## src/rtl/alu_cmd_seq.sv

```systemverilog
// ---------------------------------------------------------------------------
// alu_cmd_seq
//
// Queues ALU commands, issues them one per cycle to an external ALU and
// collects the ALU results into a response FIFO, delivered in issue order.
// Issue is credit-limited: a command may only be issued when the number of
// results still owed (in flight in the ALU plus buffered in the response
// FIFO) is below RSP_DEPTH. This guarantees the response FIFO never
// overflows, even though the ALU result cannot be back-pressured.
//
// Parameters
//   CMD_DEPTH    command FIFO entries (power of 2, >= 2)
//   RSP_DEPTH    response FIFO entries (power of 2, >= 2)
//   ALU_LATENCY  cycles from the ALU sampling an opcode to its result
//
// Ports
//   clk          clock, all state updates on the rising edge
//   rst_n        asynchronous active-low reset
//   cmd_valid    command offered
//   cmd_ready    command FIFO not full (independent of cmd_valid)
//   cmd_opcode   opcode of offered command
//   cmd_data     operand of offered command
//   alu_opcode   registered opcode to the ALU, 4'h0 (NOP) when not issuing
//   alu_data     registered operand to the ALU, 8'h00 when not issuing
//   alu_result   ALU result byte
//   rsp_valid    response FIFO non-empty
//   rsp_ready    consumer accepts the head response
//   rsp_data     head response byte, 8'h00 while empty
//   issued_count (only with ALU_CMD_SEQ_STATUS_EN) issues since reset,
//                wrapping 8 bit counter
//
// Configuration macro
//   ALU_CMD_SEQ_STATUS_EN  adds the issued_count output and its counter
// ---------------------------------------------------------------------------
module alu_cmd_seq #(
  parameter int CMD_DEPTH   = 4,
  parameter int RSP_DEPTH   = 4,
  parameter int ALU_LATENCY = 1
) (
  input  logic       clk,
  input  logic       rst_n,
  input  logic       cmd_valid,
  output logic       cmd_ready,
  input  logic [3:0] cmd_opcode,
  input  logic [7:0] cmd_data,
  output logic [3:0] alu_opcode,
  output logic [7:0] alu_data,
  input  logic [7:0] alu_result,
  output logic       rsp_valid,
  input  logic       rsp_ready,
  output logic [7:0] rsp_data
`ifdef ALU_CMD_SEQ_STATUS_EN
  ,
  output logic [7:0] issued_count
`endif
);

  localparam int CPW = (CMD_DEPTH > 1) ? $clog2(CMD_DEPTH) : 1;
  localparam int CCW = $clog2(CMD_DEPTH + 1);
  localparam int RPW = (RSP_DEPTH > 1) ? $clog2(RSP_DEPTH) : 1;
  localparam int RCW = $clog2(RSP_DEPTH + 1);

  // Command FIFO storage and bookkeeping
  logic [11:0]    cmdMem_q [CMD_DEPTH];
  logic [CPW-1:0] cmdWrPtr_q, cmdWrPtr_d;
  logic [CPW-1:0] cmdRdPtr_q, cmdRdPtr_d;
  logic [CCW-1:0] cmdCnt_q, cmdCnt_d;

  // Response FIFO storage and bookkeeping
  logic [7:0]     rspMem_q [RSP_DEPTH];
  logic [RPW-1:0] rspWrPtr_q, rspWrPtr_d;
  logic [RPW-1:0] rspRdPtr_q, rspRdPtr_d;
  logic [RCW-1:0] rspCnt_q, rspCnt_d;

  // Results owed: commands in the ALU pipeline plus buffered responses
  logic [RCW-1:0] credit_q, credit_d;

  // One bit per pipeline stage; bit ALU_LATENCY marks a result on alu_result
  logic [ALU_LATENCY:0] inflight_q, inflight_d;
  logic [ALU_LATENCY:0] inflightShift;

  logic [3:0] aluOpcode_q, aluOpcode_d;
  logic [7:0] aluData_q, aluData_d;

  logic cmdPush;
  logic issue;
  logic capture;
  logic rspPop;

  assign cmd_ready  = (cmdCnt_q != CCW'(CMD_DEPTH));
  assign rsp_valid  = (rspCnt_q != '0);
  assign rsp_data   = rsp_valid ? rspMem_q[rspRdPtr_q] : 8'h00;
  assign alu_opcode = aluOpcode_q;
  assign alu_data   = aluData_q;

  // The shift register slice does not exist when the ALU is combinational
  generate
    if (ALU_LATENCY == 0) begin : gShiftComb
      assign inflightShift = issue;
    end else begin : gShiftPipe
      assign inflightShift = {inflight_q[ALU_LATENCY-1:0], issue};
    end
  endgenerate

  // Next-state logic. Issue only looks at registered state, so a command
  // written this edge is issuable next edge at the earliest, and a pop only
  // frees credit for the following edge.
  always_comb begin
    cmdPush     = cmd_valid && cmd_ready;
    issue       = (cmdCnt_q != '0) && (credit_q < RCW'(RSP_DEPTH));
    capture     = inflight_q[ALU_LATENCY];
    rspPop      = rsp_valid && rsp_ready;

    cmdWrPtr_d  = cmdWrPtr_q;
    cmdRdPtr_d  = cmdRdPtr_q;
    cmdCnt_d    = cmdCnt_q;
    rspWrPtr_d  = rspWrPtr_q;
    rspRdPtr_d  = rspRdPtr_q;
    rspCnt_d    = rspCnt_q;
    credit_d    = credit_q;
    inflight_d  = inflightShift;
    aluOpcode_d = 4'h0;
    aluData_d   = 8'h00;

    if (cmdPush) begin
      cmdWrPtr_d = cmdWrPtr_q + CPW'(1);
    end
    if (issue) begin
      cmdRdPtr_d  = cmdRdPtr_q + CPW'(1);
      aluOpcode_d = cmdMem_q[cmdRdPtr_q][11:8];
      aluData_d   = cmdMem_q[cmdRdPtr_q][7:0];
    end
    unique case ({cmdPush, issue})
      2'b10:   cmdCnt_d = cmdCnt_q + CCW'(1);
      2'b01:   cmdCnt_d = cmdCnt_q - CCW'(1);
      default: cmdCnt_d = cmdCnt_q;
    endcase

    if (capture) begin
      rspWrPtr_d = rspWrPtr_q + RPW'(1);
    end
    if (rspPop) begin
      rspRdPtr_d = rspRdPtr_q + RPW'(1);
    end
    unique case ({capture, rspPop})
      2'b10:   rspCnt_d = rspCnt_q + RCW'(1);
      2'b01:   rspCnt_d = rspCnt_q - RCW'(1);
      default: rspCnt_d = rspCnt_q;
    endcase

    // A capture only moves a result from the pipeline into the FIFO, so
    // credit changes on issue and pop alone
    unique case ({issue, rspPop})
      2'b10:   credit_d = credit_q + RCW'(1);
      2'b01:   credit_d = credit_q - RCW'(1);
      default: credit_d = credit_q;
    endcase
  end

  always_ff @(posedge clk or negedge rst_n) begin
    if (!rst_n) begin
      cmdWrPtr_q  <= '0;
      cmdRdPtr_q  <= '0;
      cmdCnt_q    <= '0;
      rspWrPtr_q  <= '0;
      rspRdPtr_q  <= '0;
      rspCnt_q    <= '0;
      credit_q    <= '0;
      inflight_q  <= '0;
      aluOpcode_q <= 4'h0;
      aluData_q   <= 8'h00;
    end else begin
      cmdWrPtr_q  <= cmdWrPtr_d;
      cmdRdPtr_q  <= cmdRdPtr_d;
      cmdCnt_q    <= cmdCnt_d;
      rspWrPtr_q  <= rspWrPtr_d;
      rspRdPtr_q  <= rspRdPtr_d;
      rspCnt_q    <= rspCnt_d;
      credit_q    <= credit_d;
      inflight_q  <= inflight_d;
      aluOpcode_q <= aluOpcode_d;
      aluData_q   <= aluData_d;
    end
  end

  // FIFO storage needs no reset: entries are only read while counted valid
  always_ff @(posedge clk) begin
    if (cmdPush) begin
      cmdMem_q[cmdWrPtr_q] <= {cmd_opcode, cmd_data};
    end
    if (capture) begin
      rspMem_q[rspWrPtr_q] <= alu_result;
    end
  end

`ifdef ALU_CMD_SEQ_STATUS_EN
  logic [7:0] issuedCount_q;

  always_ff @(posedge clk or negedge rst_n) begin
    if (!rst_n) begin
      issuedCount_q <= 8'h00;
    end else if (issue) begin
      issuedCount_q <= issuedCount_q + 8'h01;
    end
  end

  assign issued_count = issuedCount_q;
`endif

endmodule

```

## config.mk

```make
export PLATFORM = sky130hd
export DESIGN_NAME = alu_cmd_seq
export DESIGN_NICKNAME = d
export VERILOG_FILES = /design/src/rtl/alu_cmd_seq.sv
export SDC_FILE = /design/constraint.sdc
export NUM_CORES = 1
export LEC_CHECK = 0
export ABC_CLOCK_PERIOD_IN_PS = 2250
export CAP_MARGIN = 15
export CORE_MARGIN = 1.5
export CORE_UTILIZATION = 50
export CTS_BUF_LIST = sky130_fd_sc_hd__clkbuf_4 sky130_fd_sc_hd__clkbuf_8
export DETAILED_ROUTE_END_ITERATION = 8
export PLACE_DENSITY = 0.72
export SLEW_MARGIN = 15
export SYNTH_ARGS = -nofsm -noshare
export SYNTH_HDL_FRONTEND = slang
export SYNTH_SLANG_ARGS = --single-unit
```

## constraint.sdc

```tcl
create_clock -name clk -period 2.25 [get_ports clk]
set_input_delay 0.3375 -clock clk [delete_from_list [all_inputs] [get_ports clk]]
set_output_delay 0.3375 -clock clk [all_outputs]
set_load 0.02 [all_outputs]
```

==> results by group <==
Outcome
  • Status: completed

Global routing
  • GR Util met3: 0.02673
  • Met1 Use GR: 0.1980
  • Total GRT Usage: 0.1521
  • Gr ovfl total: 0
  • Initial antenna violation count: 0
  • Global-route wire length before repair: around 11 mm
  • Largest net degree at the start of global routing: 32
  • Most Crowded Layer GR: met2
  • Met2 Usage GRT: 0.2501
  • Number of global-route vias before repair: between 2k and 2.5k

Synthesis
  • Synthesis Warnings: 0
  • Most common cell in the synthesized netlist: edfxtp_1
  • Sequential-to-total area share from yosys stat: 0.7228
  • Syn_area_per_cell: ~19 um^2
  • Syn Inst Count: 229
  • Synth Flop Type: edfxtp_1
  • Post-synthesis cell type count: 28
  • Area contributors post-synth: edfxtp_1 55%, dfrtp_1 18%, mux4_1 6.0%, mux4_2 5.1%, ha_1 3.1%
  • EDFF count, synth: 80
  • Top cell type's share of synthesized area: 0.5464
  • Net Count, Synth: around 270
  • Asr flop ratio synth: 0.2793
  • Yosys reg bits: approximately 110
  • Top cell type by total area after synthesis: edfxtp_1
  • Synth Cell Area: ~0.0044 mm^2
  • Post-synth top cells: 80 x edfxtp_1, 31 x dfrtp_1, 16 x inv_1

Worst setup path
  • CP max FO: 6
  • Crit Path Class: reg2out
  • CP top delay family: multiplexers
  • Cell Chain, Critical Path: buf_12 > mux4_2 > and2_1 > clkdlybuf4s15_2
  • Worst path bufs/invs: 2
  • Worst setup EP type: output port
  • CP startpoint kind: flip-flop
  • Crit path max-delay cell type: mux4_2
  • Req. time, crit path: between 1.5 and 2 ns
  • Critical path's largest stage delay: 0.50 ns
  • Worst path arrival time: ~1.9 ns

Route
  • First DRT Iteration DRCs: 75
  • Antenna Violating Nets Remaining: 0
  • Drt total wl: between 6 and 7 mm
  • Post-route DRC: 0
  • Routed via count: 2047
  • WL/cell: 16.50 um
  • DR pass1 iterations: 4
  • Drt via density: between 5 and 6

STA
  • Max Fclk: approximately 460 MHz
  • Setup violators final: 0
  • Final Skew: around 0.0067 ns
  • RSZ-0062 raised after global routing: no
  • Final min period: approximately 2.2 ns
  • Final setup margin: between 0.06 and 0.07 ns
  • Max-slew violations: 0
  • Worst-case hold slack: 0.3563 ns
  • Slew HR: 0.6178
  • Setup TNS: 0 ns
  • Final Hold Viols: 0
  • Worst-Margin Slew: between 0.5 and 0.6 ns
  • Tcrit/Tclk final: 0.9721

Floorplan
  • Initial Utilization: 0.5091
  • Core area: about 0.0086 mm^2
  • Die Y: just under 100 um
  • Num rows: 34
  • IO Pins: 46
  • Die span in x: between 90 and 100 um
  • Die ar.: roughly 0.0094 mm^2

Clock network
  • Num CTS Buffers: 9
  • Skew-Pair Late Insertion Delay: ~0.36 ns
  • CTS root buffer: clkbuf_8
  • CTS Sinks: around 110
  • Clock transition at path regs: 0.10 ns
  • CTS tree: built
  • H-tree levels: 3
  • Hold buffer count at cts: 0
  • Clock buffer depth: 2

Min path
  • Hold Crit Class: in2async

Placed design
  • Dpl cells: 382
  • GP Congestion: about 0.67
  • Area after DPL: between 0.005 and 0.006 mm^2
  • Pre-CTS WS: 0.05884 ns
  • IO Port Bufs: 45
  • Dpl hpwl: approximately 4.4 mm

Finish
  • Final std cells w/o fill: 401
  • Nets: between 300 and 400
  • Diode count: 0
  • P&R area growth vs syn: 19.07%
  • Share of cells above drive strength 1: 0.1843
  • Post-route cell area: approximately 0.0052 mm^2

Flow run
  • Max-Cap Viols: 0

Power
  • Maximum vdd drop: about 0.5 mV
  • Power density cells: around 1300 mW/mm^2
  • Leak: ~2.0 nW
-- cells in the final DEF (no fill, tap or decap) --
master and instances:
clkbuf_2 5, edfxtp_1 80, or2_4 1, mux2_4 1, xor2_1 9, clkdlybuf4s15_2 3
clkdlybuf4s50_1 36, ha_1 10, nand3_1 1, nor2b_1 12, buf_4 8, or3b_4 1
clkinvlp_4 2, dlymetal6s2s_1 1, ha_2 1, o21ai_0 2, inv_1 16, xnor2_1 6
fa_1 2, bufinv_16 1, buf_12 2, clkinv_4 1, and2_1 13, and2_4 1
nor3b_1 1, nand2_1 2, clkbuf_8 9, dfrtp_1 31, and3_2 4, nor3_1 1
fa_2 1, mux4_2 10, clkinv_2 1, mux2i_1 2, inv_8 2, mux4_1 10
or3_1 1, nor2_1 3
-- final timing paths --
check / start / to / slack [ns] / cells past startpoint
worst max-delay path: rspRdPtr_q[0] / rsp_data[3] / 0.06 / 4
worst min-delay path: rst_n / rspCnt_q[2] / 0.36 / 2
worst max register to register: cmdCnt_q[0] / cmdCnt_q[2] / 0.10 / 9
worst min register to register: inflight_q[0] / inflight_q[1] / 0.37 / 0
max in group asynchronous: rst_n / alu_data[6] / 1.59 / 2
min in group clk: inflight_q[0] / inflight_q[1] / 0.37 / 0
-- layer usage --
layer / wire, um / part of all wire / vias to the layer above
met4: 121 / 0.018 / 0
met5: 0 / 0 / -
li1: - / - / 966
met3: 269 / 0.041 / 10
met1: 2894 / 0.44 / 1013
met2: 3333 / 0.50 / 58
-- sequential cells by signal (all words and copies together) (netlist names) --
| name | flops |
|---|---|
| alu_data | 8 |
| alu_opcode | 4 |
| cmdCnt_q | 3 |
| cmdMem_q | 48 |
| cmdRdPtr_q | 2 |
| cmdWrPtr_q | 2 |
| credit_q | 3 |
| inflight_q | 2 |
| rspCnt_q | 3 |
| rspMem_q | 32 |
| rspRdPtr_q | 2 |
| rspWrPtr_q | 2 |
-- report_power, final --
part	internal [mW]	total, mW	leakage (nW)	switching [mW]
Clock	0.530	1.19	0.0993	0.663
Sequential	2.81	3.11	1.11	0.299
Combinational	1.33	2.57	0.767	1.24
-- cell type report --
| cell class | instances | area, um^2 |
|---|---|---|
| well taps | 108 | 135.1 |
| clock buffers | 9 | 123.9 |
| repair buffers | 55 | 531.8 |
| inverters | 16 | 60.06 |
| multi-input cells | 95 | 1125 |
| fillers | 638 | 3401 |
| flip-flops and latches | 111 | 3178 |
| clock inverters | 7 | 81.33 |
-- cells by family after synthesis --
kind of cell	count (synthesis)	share of synthesized area
xor gates and xnor gates	15	0.02988
muxes	23	0.1190
and+or+nand+nor	41	0.05805
adders and majority gates	14	0.04496
AOI/OAI and AO/OA	2	0.002277
buffers and inverters	23	0.02305
DFF	111	0.7228
-- through the flow --
| step | utilization | power [mW] |
|---|---|---|
| after global placement | 0.5797 | 5.715 |
| after global routing | 0.6062 | 7.301 |
| after floorplan | - | 4.836 |
| after detailed placement | 0.5797 | 5.778 |
| final | 0.6062 | 6.874 |
| after CTS | 0.6036 | 6.928 |
-- repair_timing --
item / CTS / global route
hold endpoints to repair: 0 / 0
setup buffers: 0 / 3
cloned: 0 / 0
endpoints found under the setup margin: 8 / 8
pin swaps: 0 / 4
resized for setup: 17 / 11
No activity file was read; power rests on OpenSTA's default activity.
